`config.mk`:
```
export PLATFORM = sky130hd
export DESIGN_NAME = mips_run_controller
export DESIGN_NICKNAME = d
export VERILOG_FILES = /design/src/rtl/mips_run_controller.sv
export SDC_FILE = /design/constraint.sdc
export NUM_CORES = 1
export LEC_CHECK = 0
export ABC_CLOCK_PERIOD_IN_PS = 2100
export CORE_MARGIN = 1.5
export CORE_UTILIZATION = 43
export CTS_BUF_LIST = sky130_fd_sc_hd__clkbuf_8
export DETAILED_ROUTE_END_ITERATION = 10
export MAX_ROUTING_LAYER = met4
export PLACE_DENSITY = 0.78
export SYNTH_ARGS = -nofsm -noshare
export SYNTH_HDL_FRONTEND = slang
export SYNTH_SLANG_ARGS = --single-unit
```
`constraint.sdc`:
```
create_clock -name clock -period 2.1 [get_ports clock]
set_clock_uncertainty 0.2 [all_clocks]
set_input_delay 0.42 -clock clock [delete_from_list [all_inputs] [get_ports clock]]
set_output_delay 0.42 -clock clock [all_outputs]
set_load 0.1 [all_outputs]
```
`src/rtl/mips_run_controller.sv`:
```
// Run/step/halt sequencer for the 16-bit single-cycle MIPS core: gates the datapath with cpu_en,
// adds a PC breakpoint, a saturating retired-instruction counter and halt-reason reporting.
// Optional same-PC watchdog enabled by defining MIPS_RUN_CTRL_WDOG_EN.
module mips_run_controller #(
  parameter int ADDR_W      = 16,
  parameter int CNT_W       = 32,
  parameter int WDOG_CYCLES = 16
) (
  input  logic              clock,
  input  logic              reset,
  input  logic              cmd_run,
  input  logic              cmd_step,
  input  logic              cmd_halt,
  input  logic              cmd_clear,
  input  logic              bp_en,
  input  logic [ADDR_W-1:0] bp_addr,
  input  logic [ADDR_W-1:0] pc,
  output logic              cpu_en,
  output logic [1:0]        state,
  output logic [1:0]        halt_reason,
  output logic [CNT_W-1:0]  instr_count,
  output logic              busy
);

  localparam logic [1:0] ST_IDLE   = 2'b00;
  localparam logic [1:0] ST_RUN    = 2'b01;
  localparam logic [1:0] ST_STEP   = 2'b10;
  localparam logic [1:0] ST_HALTED = 2'b11;

  localparam logic [1:0] RSN_NONE = 2'd0;
  localparam logic [1:0] RSN_CMD  = 2'd1;
  localparam logic [1:0] RSN_BP   = 2'd2;
  localparam logic [1:0] RSN_WDOG = 2'd3;

  if (WDOG_CYCLES < 1) begin : g_bad_wdog
    $error("mips_run_controller: WDOG_CYCLES must be at least 1");
  end

  logic       bp_skip;
  logic       bp_hit;
  logic       wdog_hit;
  logic [1:0] state_nxt;
  logic [1:0] reason_nxt;
  logic       skip_set;

  assign bp_hit = bp_en & (pc == bp_addr) & ~bp_skip;
  assign busy   = (state == ST_RUN) | (state == ST_STEP);
  assign cpu_en = (state == ST_STEP) |
                  ((state == ST_RUN) & ~cmd_halt & ~bp_hit & ~wdog_hit);

  // NOTE: every always_comb output gets a default first so no path leaves it unassigned (no latch).
  always_comb begin
    state_nxt  = state;
    reason_nxt = halt_reason;
    skip_set   = 1'b0;
    unique case (state)
      ST_IDLE, ST_HALTED: begin
        if (cmd_halt) begin
          state_nxt  = ST_HALTED;
          reason_nxt = RSN_CMD;
        end else if (cmd_step || cmd_run) begin
          state_nxt  = cmd_step ? ST_STEP : ST_RUN;
          reason_nxt = RSN_NONE;
          // Resuming from a breakpoint must let the instruction at bp_addr commit once.
          skip_set   = (state == ST_HALTED) && (halt_reason == RSN_BP);
        end
      end
      ST_RUN: begin
        if (cmd_halt) begin
          state_nxt  = ST_HALTED;
          reason_nxt = RSN_CMD;
        end else if (bp_hit) begin
          state_nxt  = ST_HALTED;
          reason_nxt = RSN_BP;
        end else if (wdog_hit) begin
          state_nxt  = ST_HALTED;
          reason_nxt = RSN_WDOG;
        end
      end
      default: begin
        state_nxt  = ST_HALTED;
        reason_nxt = RSN_CMD;
      end
    endcase
  end

  // NOTE: sequential state uses non-blocking assignments so all registers update from pre-edge values.
  always_ff @(posedge clock or negedge reset) begin
    if (!reset) begin
      state       <= ST_IDLE;
      halt_reason <= RSN_NONE;
      bp_skip     <= 1'b0;
    end else begin
      state       <= state_nxt;
      halt_reason <= reason_nxt;
      if (skip_set)    bp_skip <= 1'b1;
      else if (cpu_en) bp_skip <= 1'b0;
    end
  end

  always_ff @(posedge clock or negedge reset) begin
    if (!reset)                          instr_count <= '0;
    else if (cmd_clear)                  instr_count <= '0;
    else if (cpu_en && !(&instr_count))  instr_count <= instr_count + 1'b1;
  end

`ifdef MIPS_RUN_CTRL_WDOG_EN
  localparam int SAME_W = $clog2(WDOG_CYCLES + 1);

  logic [ADDR_W-1:0] last_pc;
  logic              last_valid;
  logic [SAME_W-1:0] same_cnt;
  logic              leaving;
  logic              entering_run;

  assign wdog_hit     = (same_cnt == SAME_W'(WDOG_CYCLES));
  assign leaving      = busy && (state_nxt != ST_RUN) && (state_nxt != ST_STEP);
  assign entering_run = (state != ST_RUN) && (state_nxt == ST_RUN);

  always_ff @(posedge clock or negedge reset) begin
    if (!reset) begin
      last_pc    <= '0;
      last_valid <= 1'b0;
      same_cnt   <= '0;
    end else begin
      if (cpu_en) last_pc <= pc;
      if (leaving)     last_valid <= 1'b0;
      else if (cpu_en) last_valid <= 1'b1;
      if (entering_run) same_cnt <= '0;
      else if (cpu_en)  same_cnt <= (last_valid && pc == last_pc) ? same_cnt + 1'b1 : '0;
    end
  end
`else
  assign wdog_hit = 1'b0;
`endif

endmodule

```
Word level (Yosys, flattened, before mapping)
Index checks and enable logic that the tools add are counted.
W data, S select, Z words.
{ "word_totals": {"inputBits": 39, "elab_cells": 49, "register_bits": 37} }
{ "op_classes": {"addsub": 1, "n_eq_ne": 7, "reduce_logical": 10, "n_mux": 18, "n_bitwise": 9} }
{ "op_table": {"columns": ["op", "count"], "rows": [
  ["$mux W32", 2],
  ["$add A32 B1 Y32 const B", 1],
  ["$reduce_and A32 Y1", 1],
  ["$mux W2", 9],
  ["$eq A16 B16 Y1", 1],
  ["$pmux W2 S2", 2],
  ["$eq A2 B2 Y1 const B", 3],
  ["$ne A3 B3 Y1 const B", 2],
  ["$mux W1", 5],
  ["$and A1 B1 Y1", 4],
  ["$reduce_bool A2 Y1", 2],
  ["$not A1 Y1", 3],
  ["$eq A2 B1 Y1 const B", 1],
  ["$logic_and A1 B1 Y1", 2],
  ["$logic_not A2 Y1", 1],
  ["$or A1 B1 Y1", 2],
  ["$reduce_and A2 Y1", 1],
  ["$reduce_or A2 Y1", 1],
  ["$logic_not A1 Y1", 1],
  ["$logic_or A1 B1 Y1", 1]
]} }

Logic depth before layout (Yosys ltp)
Gate-level depths: netlist (run 1).
{ "logic_depth": {"word_depth": 9, "mapped_depth": 10} }

Worst setup path before layout (run 1)
No wires, ideal clock.
{ "synth_timing": {"path_kind": "register -> register", "start": "register instr_count[18]", "end": "register instr_count[21]", "path_buffers": 0, "period_less_slack_ns": 2.948, "arrival_time_ns": 2.620, "required_ns": 1.772, "setup_slack_ns": -0.848, "setup_ns": 0.128, "stages_incl_launch_ff": 8, "cell_sequence": "dfrtp_1 nand4_1 or4_1 nor2_2 nand3_4 nand3_2 nor3_1 mux2_1"} }
{ "synth_via": {"elab_chain_cells": 4} }
{ "synth_rtl": {"columns": ["element", "line", "text"], "rows": [
  ["start, declared", "21", "output logic [CNT_W-1:0] instr_count,"],
  ["start signal, assigned", "104", "else if (cpu_en && !(&instr_count)) instr_count <= instr_count + 1'b1;"],
  ["parallel branches: the longest is 4 deep, another holds $add A32 B1 Y32", null, null]
]} }
Several ways; the timed one is not identified. The select of a mux whose other input is x is not followed.
A chain may end at the register's enable or synchronous reset.

Worst setup path after layout (run 1)
{ "layout_timing": {"start": "register state[1]", "end": "register instr_count[26]"} }
{ "layout_via": {"elab_chain_cells": 6} }
{ "layout_rtl": {"columns": ["element", "line", "text"], "rows": [
  ["start, declared", "19", "output logic [1:0] state,"],
  ["start signal, assigned", "94", "state <= state_nxt;"],
  ["$eq A2 B1 Y1", "49", "((state == ST_RUN) & ~cmd_halt & ~bp_hit & ~wdog_hit);"],
  ["$and A1 B1 Y1 (2 in series)", "49", null],
  ["$or A1 B1 Y1 *", "48", "assign cpu_en = (state == ST_STEP) |"],
  ["$logic_and A1 B1 Y1 *", "104", null],
  ["$reduce_bool A2 Y1 (no line) *", null, null]
]} }
Mark *: on every way between the ends. The rest lies on a longest branch, timed or not.

==> results of run 1 <==
[layout by cell type, fill, tap and decap left out, types with 3 or more instances in the layout]
| master | synthesis | layout |
|---|---|---|
| ha_4 | 0 | 3 |
| nand2_1 | 11 | 11 |
| dfrtp_1 | 37 | 9 |
| nor2_1 | 19 | 16 |
| or3_4 | 0 | 3 |
| dlygate4sd2_1 | 0 | 10 |
| buf_4 | 2 | 59 |
| nor2b_1 | 11 | 9 |
| nand3_4 | 1 | 5 |
| clkdlybuf4s15_1 | 0 | 4 |
| xnor2_1 | 10 | 9 |
| nand4_1 | 13 | 13 |
| or4_1 | 6 | 4 |
| buf_6 | 3 | 9 |
| inv_1 | 8 | 6 |
| and3_1 | 6 | 4 |
| xor2_1 | 20 | 18 |
| nor3_2 | 1 | 3 |
| nand3_1 | 13 | 9 |
| nor2_2 | 1 | 3 |
| a21oi_1 | 14 | 8 |
| o21ai_0 | 5 | 4 |
| dfrtp_2 | 0 | 9 |
| buf_12 | 0 | 44 |
| o21ai_1 | 10 | 10 |
| buf_2 | 0 | 14 |
| clkbuf_8 | 0 | 5 |
| a21oi_2 | 0 | 5 |
| clkdlybuf4s50_1 | 0 | 6 |
| or3_1 | 11 | 8 |
| nand3_2 | 5 | 5 |
| dfrtp_4 | 0 | 19 |
[cells by family (layout without fill, tap and decap cells)]
| logic type | after synthesis | after routing | share of synthesized area [%] |
|---|---|---|---|
| xor+xnor | 30 | 30 | 11.60 |
| simple gates | 112 | 113 | 29.65 |
| compound gates | 39 | 39 | 9.995 |
| fa+ha+maj | 4 | 4 | 2.209 |
| flops | 37 | 37 | 40.86 |
| mux | 3 | 3 | 1.380 |
| buf+inv | 18 | 167 | 4.307 |
[flip-flops by register name, indices dropped and copies added, names as in the netlist]
signal and cells:
instr_count 32, bp_skip 1, state 2, halt_reason 2
[power by group through the flow]
stage	Combinational (W)	Sequential, W	Clock, W
2_1_floorplan	0.000230	0.000890	0
3_3_place_gp	0.000646	0.000766	0
3_5_place_dp	0.000658	0.000768	0
4_1_cts	0.000691	0.000753	0.000489
5_1_grt	0.000811	0.000757	0.000527
6_report	0.000778	0.000756	0.000506
[repair_timing]
| item | 4_1_cts | 5_1_grt |
|---|---|---|
| gates cloned | 1 | 2 |
| pin swaps | 28 | 30 |
| endpoints found under the setup margin | 38 | 39 |
| buffers inserted | 8 | 6 |
| endpoints found under the hold margin | 0 | 0 |
| resized for setup | 93 | 44 |
[layer usage]
layer | vias up | part of all wire [%]
li1 | 1170 | -
met1 | 1339 | 37
met2 | 187 | 50
met3 | 62 | 7.4
met4 | 0 | 5.6
met5 | - | 0
[layout make-up]
cell class / instances / area, um2
clock buffer: 5 / 68.82
clock inverter: 3 / 13.76
fill: 237 / 636.9
inverter: 8 / 33.78
multi-input combinational: 189 / 1510
sequential: 37 / 1008
tap: 70 / 87.58
timing repair buffer: 151 / 1748
[worst paths after layout]
kind                                    to  cells past startpoint      from
max                        instr_count[26]                     11  state[1]
min                        instr_count[17]                      2     reset
max reg2reg                instr_count[26]                     11  state[1]
min reg2reg                        bp_skip                      2   bp_skip
max in group asynchronous   instr_count[1]                      2     reset
min in group clock                 bp_skip                      2   bp_skip
[stage by stage]
stage	hold WS (ns)	TNS, ns	instance area, um2	util, %	power [W]
floorplan	-0.07559	-10.92	2439	-	0.001120
global placement	0.3400	-20.25	4064	79.57	0.001412
detailed placement	0.3529	-21.43	4064	79.57	0.001427
CTS	0.3021	-9.341	4202	82.26	0.001933
global route	0.3162	-11.49	4471	87.53	0.002094
finish	0.2883	-9.061	4471	87.53	0.002041
==> summary.md, run 1 <==
| Metric | Value |
|---|---|
| Met1 Track Usage GR | `32.83%` |
| Clock-pin slew on the worst setup and hold paths | `0.08 ns` |
| Top post-synthesis cells by count | `37 x dfrtp_1, 20 x xor2_1, 19 x nor2_1` |
| DRT Pass-1 Iters | `7` |
| Switch share | `36.01%` |
| Final ANT Viol Nets | `0` |
| Die area | `5714 um2` |
| Post-Route WL | `9.513 mm` |
| First-pass GRT wire length | `~12 mm` |
| Netlist cell types | `44` |
| Slowest Stage Delay on Critical Path | `0.50 ns` |
| Final setup violation count | `38` |
| # rows | `26` |
| Startpoint Class | `flip-flop` |
| Top-count cell post-synth | `dfrtp_1` |
| PD cells | `456.4 nW/um2` |
| RSZ-0062 raised after global routing | `yes` |
| Slew Viols, Final | `0` |
| Tcrit/Tclk final | `119.2%` |
| Crit end category | `flip-flop` |
| Number of global-route vias before repair | `2590` |
| Comb pwr share | `approximately two fifths` |
| CTS max path bufs | `2` |
| Crit path max fanout | `8` |
| Achievable frequency | `399.4 MHz` |
| Hold crit path type | `in2async` |
| Leading area contributor after synthesis | `dfrtp_1` |
| Failing checks | `setup timing` |
| Ports | `77` |
| Async set-reset flop share out of synthesis | `between 90% and 100%` |
| DIE HEIGHT | `between 70 and 80 um` |
| Delay-heaviest family, CP | `simple AND/OR/NAND/NOR gates` |
| Share of layout cells above drive strength 1 | `a little under three fifths` |
| Final non-filler cell total | `463` |
| Post-synth EDFFs | `0` |
| CP required | `approximately 2.1 ns` |
| Status | `finished, violations left` |
| Clk root buf | `clkbuf_8` |
| CP arrival | `2.53 ns` |
| FF-to-FF setup slack | `-0.40 ns` |
| Net switching power | `roughly 0.00073 W` |
| Core Area | `5107 um2` |
| Vias post-DR | `2758` |
| CP Cell Sequence | `inv_2, ha_4, inv_1, o21ai_2, o41a_1, buf_12, buf_12, buf_12, nand3_4, or4_1, nand2_1` |
| Antenna violations before repair | `0` |
| Total gr overflow | `0` |
| DRC | `0` |
| Post-Syn Nets | `around 290` |
| #FFs+latches synth | `37` |
| Most Crowded Layer GR | `met2` |
| Post-Syn Area | `2266 um2` |
| CTS tree | `done` |
| CP Class | `reg2reg` |
| ANT cells | `0` |
| Flop pwr share | `a little under two fifths` |
| Met3 usage | `5.423%` |
| Placed cells | `438` |
| Post-Place Worst Slack | `-0.6746 ns` |
| Actual transition at the worst max-transition pin | `0.5772 ns` |
| Hpwl dp | `approximately 5.3 mm` |
| Post-synthesis sequential area ratio | `approximately 41%` |
| Largest net degree at the start of global routing | `38` |
| Ranking of synthesized cells by area | `dfrtp_1 41%, xor2_1 7.7%, xnor2_1 3.9%` |
| # hold bufs at CTS | `0` |
| Fin crit period | `~2.5 ns` |
| Area growth syn-to-layout | `97.29%` |
| CTS sink count | `37` |
| CP most frequent cell | `buf_12` |
| Peak supply drop | `0.4802 mV` |
| Slew headroom | `61.40%` |
| Initial Utilization | `44.37%` |
| Mapped Cells | `243` |
| Die W | `between 70 and 80 um` |
| Met2 Resource Use GR | `50.10%` |
| Nets@finish | `435` |
| Critical-path top delay cell | `dfrtp_4` |
| Pint | `between 0.001 and 0.0015 W` |
| Clock power frac | `approximately 25%` |
| Max Cap Viol | `0` |
| Setup ws final | `-0.4037 ns` |
| Detailed Route Iter0 Violations | `roughly 320` |
| TritonCTS Buffers | `5` |
| RD Place Congestion | `0.8145` |
| Worst path buffer plus inverter count | `5` |
| Ys flop type | `dfrtp_1` |
| Wire per inst | `roughly 20 um` |
| Synth top area share | `~41%` |
| CTS HTree Levels | `2` |
| PortBufs | `76` |
| Synth warnings | `0` |
| LEAKAGE | `1.852 nW` |
| Global Route Usage Sum | `29.39%` |
| Clk_lat worst skew | `about 0.30 ns` |
| Endpoints failing hold | `0` |
| Vias/cell | `5.957` |
| Mapped Avg Cell Area | `slightly above 9 um2` |
Power figures use the tool's default switching activity.
==> run 2, diff against run 1 <==
- CORE_ASPECT_RATIO: unset -> 1.4
- CORE_MARGIN: 1.5 -> unset
==> run 2 against run 1 <==
The run still ends with setup timing left. Worst hold slack better by 0.098 ns. Utilization increased by 2.2 points. Sequential cell count unchanged. Register-to-register slack better by 0.07 ns. Clock power rose by 5.3%. Via count shrank 3.0%. Design area down 0.50%. Global-route usage is 1.1 points lower. Die area down 2.6%.
==> summary.md, run 2 (synthesis results as in run 1) <==
| Metric | Value |
|---|---|
| Area growth syn-to-layout | `96.30%` |
| Total gr overflow | `0 (unchanged)` |
| Post-Route Utilization | `89.77% (+2.2 points)` |
| PortBufs | `76 (unchanged)` |
| Post-Place Worst Slack | `-0.7302 ns (-0.05559 ns)` |
| Multi-input logic area | `1465 um2 (-3.0%)` |
| Vias/cell | `5.843 (-1.9%)` |
| Wire per inst | `20.25 um (-1.5%)` |
| Peak supply drop | `0.4866 mV (+1.3%)` |
| Nets@finish | `436 (+0.23%)` |
| Actual transition at the worst max-transition pin | `0.4944 ns (-0.08283 ns)` |
| R2R cell count | `12 (+1)` |
| CTS max path bufs | `2 (unchanged)` |
| DRT Pass-1 Iters | `4 (-3)` |
| Achievable frequency | `391.8 MHz (-1.9%)` |
| Clk root buf | `clkbuf_8` |
| Max Cap Viol | `0 (unchanged)` |
| Initial Utilization | `45.73% (+1.4 points)` |
| Hpwl dp | `5.238 mm (-0.67%)` |
| Max reg flops | `32 (unchanged)` |
| Status | `finished, violations left` |
| Cell depth of the worst hold path | `2` |
| First-pass GRT wire length | `11.90 mm (-1.8%)` |
| Crit end category | `output port` |
| Most common cell after layout, fill and taps aside | `buf_4` |
| Setup ws final | `-0.4526 ns (-0.04892 ns)` |
| Crit path max fanout | `2 (-6)` |
| Failing checks | `setup timing` |
| Clock-pin slew on the worst setup and hold paths | `0.07 ns (about the same)` |
| Commonest non-fill, non-tap cells in the layout | `56 x buf_4, 42 x buf_12, 19 x xor2_1, 19 x dfrtp_4, 17 x buf_6` |
| Die W | `63.35 um (-16%)` |
| Number of global-route vias before repair | `2472 (-4.6%)` |
| Antenna violations before repair | `0 (unchanged)` |
| Hold crit path type | `reg2reg` |
| TritonCTS Buffers | `5 (unchanged)` |
| CTS HTree Levels | `2 (unchanged)` |
| CP Class | `in2out` |
| Detailed Route Iter0 Violations | `279 (-12%)` |
| PD cells | `461.4 nW/um2 (+1.1%)` |
| Tcrit/Tclk final | `121.6% (+2.3 points)` |
| CP required | `1.48 ns (-0.65 ns)` |
| Global Route Usage Sum | `28.30% (-1.1 points)` |
| ANT cells | `0 (unchanged)` |
| CP arrival | `1.93 ns (-0.60 ns)` |
| DIE HEIGHT | `87.89 um (+16%)` |
| CTS tree | `done` |
| Fillcell total | `185 (-22%)` |
| DRC | `0 (unchanged)` |
| Final ANT Viol Nets | `0 (unchanged)` |
| Vias post-DR | `2676 (-3.0%)` |
| Largest net degree at the start of global routing | `38 (unchanged)` |
| Fin crit period | `2.553 ns (+0.04892 ns)` |
| LEAKAGE | `1.881 nW (+1.6%)` |
| Post-Route WL | `9.273 mm (-2.5%)` |
| Final setup violation count | `38 (unchanged)` |
| CTS sink count | `37 (unchanged)` |
| Share of layout cells above drive strength 1 | `53.55% (-2.2 points)` |
| Top reg by flops | `instr_count` |
| Ports | `77 (unchanged)` |
| Endpoints failing hold | `0 (unchanged)` |
| Clk_lat worst skew | `0.30 ns (about the same)` |
| RD Place Congestion | `0.8365 (+2.7%)` |
| Slew Viols, Final | `0 (unchanged)` |
| Slew headroom | `67.04% (+5.6 points)` |
| Top flop regs | `instr_count (32), halt_reason (2), state (2)` |
| Register area | `1008 um2 (unchanged)` |
| Die area | `5568 um2 (-2.6%)` |
| # rows | `30 (+15%)` |
| Startpoint Class | `primary input` |
| Core Area | `4955 um2 (-3.0%)` |
| RSZ-0062 raised after global routing | `yes` |
run 2: changes by cell type in the layout (fill, tap and decap cells not counted), moves of 3 or more:
| cell | delta |
|---|---|
| dlymetal6s2s_1 | +5 |
| buf_2 | -4 |
| buf_4 | -3 |
| dlygate4sd2_1 | -5 |
| buf_6 | +8 |
run 2: final timing paths:
kind,start,to,slack [ns]
worst max-delay path,pc[6],cpu_en,-0.45
worst min-delay path,bp_skip,bp_skip,0.39
worst max register to register,state[1],instr_count[8],-0.33
worst min register to register,bp_skip,bp_skip,0.39
max in group asynchronous,reset,instr_count[18],0.81
min in group asynchronous,reset,instr_count[29],0.49
run 2: metrics by stage:
step | setup TNS [ns] | cells | area (um2) | hold WS [ns] | total power [W]
6_report | -10.70 | 458 | 4448 | 0.3867 | 0.002052
5_1_grt | -13.01 | 458 | 4448 | 0.4085 | 0.002116
3_3_place_gp | -19.98 | 432 | 4039 | 0.2936 | 0.001406
4_1_cts | -9.875 | 449 | 4164 | 0.3488 | 0.001921
3_5_place_dp | -23.48 | 432 | 4039 | 0.2944 | 0.001420
2_1_floorplan | -10.92 | 243 | 2439 | -0.07559 | 0.001120
run 2: routing by layer:
| layer | vias to the layer above | wire length [um] | track usage, % |
|---|---|---|---|
| li1 | 1165 | - | - |
| met1 | 1342 | 3408 | 31.68 |
| met2 | 146 | 5134 | 51.35 |
| met3 | 23 | 518 | 4.818 |
| met4 | 0 | 212 | 7.851 |
| met5 | - | 0 | - |
run 2: critical path, cell delays in order:
cell	delay [ns]
buf_2	0.11
xor2_1	0.16
nor4_1	0.34
nand3_1	0.19
o41a_1	0.39
buf_12	0.15
buf_12	0.15
run 2: layout make-up:
class                      instances  area share (%)
clock inverter                     2          0.1688
sequential                        37           22.67
clock buffer                       6           1.857
timing repair buffer             152           39.80
tap                               64           1.800
multi-input combinational        189           32.94
inverter                           8          0.7595
run 2: repair_timing:
action	in CTS	in global routing
hold buffers	1	0
buffers inserted	7	10
resized for setup	72	56
pin swaps	23	43
setup endpoints to repair	38	38
endpoints found under the hold margin	37	0
cloned	1	1
run 2: power breakdown:
group	switching (W)	leakage (nW)	internal [W]
Sequential	0.0000223	0.456	0.000734
Clock	0.000275	0.0538	0.000259
Combinational	0.000421	1.37	0.000341
Total	0.000719	1.88	0.00133
